File: src/rtl/fetch_queue.sv
// Instruction fetch front end: single-outstanding word reads into a small FIFO,
// static predict-taken for BEQ, flushable by a decode-stage redirect.
module fetch_queue #(
    parameter int          DEPTH    = 4,
    parameter logic [31:0] RESET_PC = 32'h0
) (
    input  logic                     clock,
    input  logic                     reset_n,
    output logic                     imem_req,
    output logic [31:0]              imem_addr,
    input  logic                     imem_gnt,
    input  logic                     imem_rvalid,
    input  logic [31:0]              imem_rdata,
    input  logic                     redirect,
    input  logic [31:0]              redirect_pc,
    output logic                     out_valid,
    input  logic                     out_ready,
    output logic [31:0]              out_instr,
    output logic [31:0]              out_pc,
    output logic                     out_pred_taken,
    output logic [$clog2(DEPTH):0]   occupancy
);
    localparam int         AW   = $clog2(DEPTH);
    localparam logic [AW:0] FULL = (AW+1)'(DEPTH);

    typedef struct packed {
        logic [31:0] instr;
        logic [31:0] pc;
        logic        pred;
    } entry_t;

    typedef enum logic [1:0] {IDLE, WAIT, DROP} state_t;

    state_t                   state;
    logic [31:0]              fetch_pc;
    entry_t [DEPTH-1:0]       fifo;
    logic [AW-1:0]            wr_ptr, rd_ptr;
    logic [AW:0]              count;
    entry_t                   head;
    logic                     push, pop, is_beq;
    logic [31:0]              br_off;

    assign is_beq = (imem_rdata[31:26] == 6'b000100);
    assign br_off = {{14{imem_rdata[15]}}, imem_rdata[15:0], 2'b00};

    // Redirect cancels both sides of the FIFO in the same cycle.
    assign push = (state == WAIT) & imem_rvalid & ~redirect;
    assign pop  = out_valid & out_ready & ~redirect;

    // Space is reserved at issue: occupancy < DEPTH guarantees the response fits.
    assign imem_req  = reset_n & (state == IDLE) & (count < FULL) & ~redirect;
    assign imem_addr = {fetch_pc[31:2], 2'b00};

    assign head           = fifo[rd_ptr];
    assign out_valid      = (count != '0);
    assign out_instr      = head.instr;
    assign out_pc         = head.pc;
    assign out_pred_taken = head.pred;
    assign occupancy      = count;

    always_ff @(posedge clock or negedge reset_n) begin
        if (!reset_n) begin
            state    <= IDLE;
            fetch_pc <= RESET_PC & ~32'h3;
        end else begin
            case (state)
                IDLE: if (imem_req && imem_gnt) state <= WAIT;
                WAIT: begin
                    if (imem_rvalid)   state <= IDLE;
                    else if (redirect) state <= DROP;
                end
                DROP: if (imem_rvalid) state <= IDLE;
                default: state <= IDLE;
            endcase
            if (redirect)
                fetch_pc <= redirect_pc & ~32'h3;
            else if (push)
                fetch_pc <= fetch_pc + 32'd4 + (is_beq ? br_off : 32'd0);
        end
    end

    always_ff @(posedge clock or negedge reset_n) begin
        if (!reset_n) begin
            fifo   <= '0;
            wr_ptr <= '0;
            rd_ptr <= '0;
            count  <= '0;
        end else if (redirect) begin
            wr_ptr <= '0;
            rd_ptr <= '0;
            count  <= '0;
        end else begin
            if (push) begin
                fifo[wr_ptr] <= '{instr: imem_rdata, pc: fetch_pc, pred: is_beq};
                wr_ptr       <= wr_ptr + 1'b1;
            end
            if (pop)
                rd_ptr <= rd_ptr + 1'b1;
            case ({push, pop})
                2'b10:   count <= count + 1'b1;
                2'b01:   count <= count - 1'b1;
                default: count <= count;
            endcase
        end
    end
endmodule
File: config.mk
export PLATFORM = sky130hd
export DESIGN_NAME = fetch_queue
export DESIGN_NICKNAME = d
export VERILOG_FILES = /design/src/rtl/fetch_queue.sv
export SDC_FILE = /design/constraint.sdc
export NUM_CORES = 1
export LEC_CHECK = 0
export ABC_AREA = 1
export ABC_CLOCK_PERIOD_IN_PS = 2600
export CAP_MARGIN = 20
export CORE_ASPECT_RATIO = 1.1
export CORE_MARGIN = 2
export CORE_UTILIZATION = 29
export DETAILED_ROUTE_END_ITERATION = 10
export SETUP_SLACK_MARGIN = 0.4
export SYNTH_ARGS = -nofsm -noshare
export SYNTH_HDL_FRONTEND = slang
export SYNTH_SLANG_ARGS = --single-unit
File: constraint.sdc
create_clock -name clock -period 2.6 [get_ports clock]
set_clock_uncertainty 0.1 [all_clocks]
set_input_delay 0.26 -clock clock [delete_from_list [all_inputs] [get_ports clock]]
set_output_delay 0.26 -clock clock [all_outputs]
set_load 0.05 [all_outputs]
==> impl_metrics.yaml <==
sta:
  worst_pin_slew_ns: 0.632
  timing.slew.headroom_pct: 57.8
  period_share_pct: 95.0
  final.min_clock_period_ns: 2.47
  setup_violations: 0
  rsz0062_at_grt: "yes"
  report.final.slew_viol_count: 0
  whs_ns: 0.0222
  max_freq_mhz: 405
  hold_viol_final: 0
finish:
  n_fill_cell: 4988
  fin_nets: 2361
  regArea_um2: 7290
  layoutNonFillerInstCount: 2936
  diodes: 0
  post-route-cell-area_um2: 22900
  multiInputGateArea_um2: 8780
  utilization_pct: 43.8
  area_growth_pct: 50.2
  drive_gt1_share_pct: 31.6
setup_path:
  crit_path_start_kind: "register"
  path_buf_inv: 3
  arrival_ns: 2.11
  slowest_stage: "dfrtp_4"
  cp-end-kind: "output port"
  cp_max_fo: 21
  slowest_delay_ns: 0.59
  cpLargestDelayFamily: "flip-flops"
  worstPathCellList: "clkinv_8 -> buf_16 -> nor2_1 -> o22ai_2 -> buf_6"
  worstPathRequired_ns: 2.24
  worstSetupPathType: "reg -> out"
routing:
  drcViolationCount: 0
  drt-initial-drc-count: 1252
  wl_mm: 57.5
  ant_nets: 0
  wl_per_cell_um: 19.6
  vias: 14800
  via_per_inst: 5.05
  drt_pass1_iterations: 5
cts:
  clkTransAtPathRegs_ns: 0.07
  cts_tree: "done"
  cts-htree-levels: 1
  cts-root-buf: "clkbuf_16"
  cts_made_buffers: 31
  cts_sinks: 291
  cts_buffer_depth: 3
  insertion_delay_ns: 0.60
worst_hold_path:
  worst_hold_path_type: "in -> reg"
place:
  portBuffers: 165
  gp_congestion: 0.948
  placed_cells: 2810
  place_area_um2: 18400
  dp_hpwl_mm: 34.3
floorplanning:
  die_area_um2: 54300
  die_width_um: 222
  num_rows: 88
  coreArea_um2: 52200
  initial_core_util_pct: 29.2
  io_pins: 172
  dieHeight_um: 244
yosys:
  synth_area_leaders: "dfrtp_1 48%, nand2_1 12%, o21ai_0 8.1%"
  synth_top_area_share_pct: 47.9
  avgSynthCellArea_um2: 7.78
  syn_area_um2: 15200
  synth_area_leader_cell: "dfrtp_1"
  ys_seq_area_share_pct: 47.9
  netlist_top_cells_count: "501 x nand2_1, 291 x dfrtp_1, 245 x o21ai_0, 225 x nor2_1, 173 x inv_1"
  synth_edf_count: 0
  synth_warnings: 0
  yosys.cell_count.top_type: "nand2_1"
  synth_flop_cell: "dfrtp_1"
  synth_cell_types: 36
  netlist_instances: 1956
  async_flop_share_pct: 100
  ys_ff_latch: 291
grt:
  grt_use_total_pct: 19.5
  grt_antenna_before_repair: 0
  grt_pass1_vias: 14400
  grt_pass1_wl_mm: 83.2
  grt_max_degree: 97
  globalRoute.totalOverflow: 0
flow_run:
  cap_violations: 0
power_and_ir_drop:
  power_density_nw_per_um2: 992
  ir_drop_uv: 591
  total_leakage_power_uw: 0.0111
status:
  outcome: "finished clean"
registers in the layout, summed over array words and instances (netlist names):
name / flops
fetch_pc: 30
fifo: 252
occupancy: 3
rd_ptr: 2
state: 2
wr_ptr: 2
through the flow:
stage	total power, µW	setup TNS [ns]	worst slack [ns]
2_1_floorplan	12100	0	0.155
3_3_place_gp	15200	-20.42	-1.05
3_5_place_dp	15300	-21.39	-1.02
4_1_cts	21200	0	0.103
5_1_grt	23700	0	0.0699
6_report	22700	0	0.130
cell families (layout without fill, tap and decap cells):
family,after synthesis,count (layout),share of synthesized area [%]
buffers and inverters,286,588,8.36
and+or+nand+nor,806,806,21.0
AOI/OAI and AO/OA,514,514,18.0
xor gates and xnor gates,7,7,0.403
adders and majority gates,51,51,4.29
DFF,291,291,47.9
other,1,4,0.0246
tightest hold or removal path: cells and delay by family:
family          cells  cell delay [ns]
compound gates      1             0.08
buf+inv             2             0.36
power breakdown:
part	internal [µW]	switching [µW]	total, µW
Sequential	5600	730	6330
Clock	2910	1960	4870
Combinational	4330	7140	11500
routing by layer:
layer  track usage (%)  share of wire [%]
met4              5.88                2.7
met1              26.7                 44
met3              2.90                5.6
met2              32.0                 48
met5                 0                  0
path summary, 6_finish.rpt:
check / from / cells after the start / to / slack [ns]
hold / removal: imem_rdata[30] / 3 / fifo[128] / 0.02
max in group asynchronous: reset_n / 4 / fifo[166] / 1.23
setup / recovery: rd_ptr[0] / 5 / out_pc[14] / 0.13
hold reg to reg: fifo[130] / 2 / fifo[130] / 0.38
setup reg to reg: fetch_pc[6] / 13 / fetch_pc[28] / 0.39
min in group asynchronous: reset_n / 3 / fifo[78] / 0.28
timing repair:
item / CTS / global route
cloned: 11 / 18
resized for setup: 204 / 434
endpoints found under the setup margin: 120 / 120
buffers inserted: 17 / 23
hold buffers: 2 / 1
pin swaps: 60 / 160
endpoints found under the hold margin: 132 / 4
cell usage in the layout, fill, tap and decap left out, types with 11 or more instances in the layout:
cell type | netlist | final
clkdlybuf4s50_1 | 0 | 61
o21ai_1 | 149 | 191
buf_4 | 6 | 140
ha_1 | 49 | 11
nand2_2 | 2 | 60
o21ai_0 | 245 | 176
nand2_4 | 4 | 36
nor2_2 | 2 | 45
dlymetal6s2s_1 | 0 | 31
ha_4 | 0 | 37
dfrtp_1 | 291 | 284
nor2_4 | 0 | 33
buf_12 | 0 | 22
o22ai_2 | 0 | 42
buf_6 | 21 | 59
nand3_2 | 1 | 20
o21ai_2 | 13 | 36
buf_16 | 0 | 16
nor2_1 | 225 | 149
inv_2 | 3 | 29
o22ai_1 | 66 | 24
nand2_1 | 501 | 407
nand3_1 | 54 | 25
clkbuf_16 | 0 | 46
inv_1 | 173 | 139
a21oi_2 | 0 | 12
area by class of cell:
class / count / area share (%)
multi-input cells: 1382 / 38.4
clock buffers: 44 / 3.96
inverters: 176 / 3.14
flip-flops and latches: 291 / 31.9
repair buffers: 357 / 18.0
repair inverters: 1 / 0.0493
clock inverters: 10 / 0.859
well taps: 675 / 3.70
(Power assumes the default switching activity.)
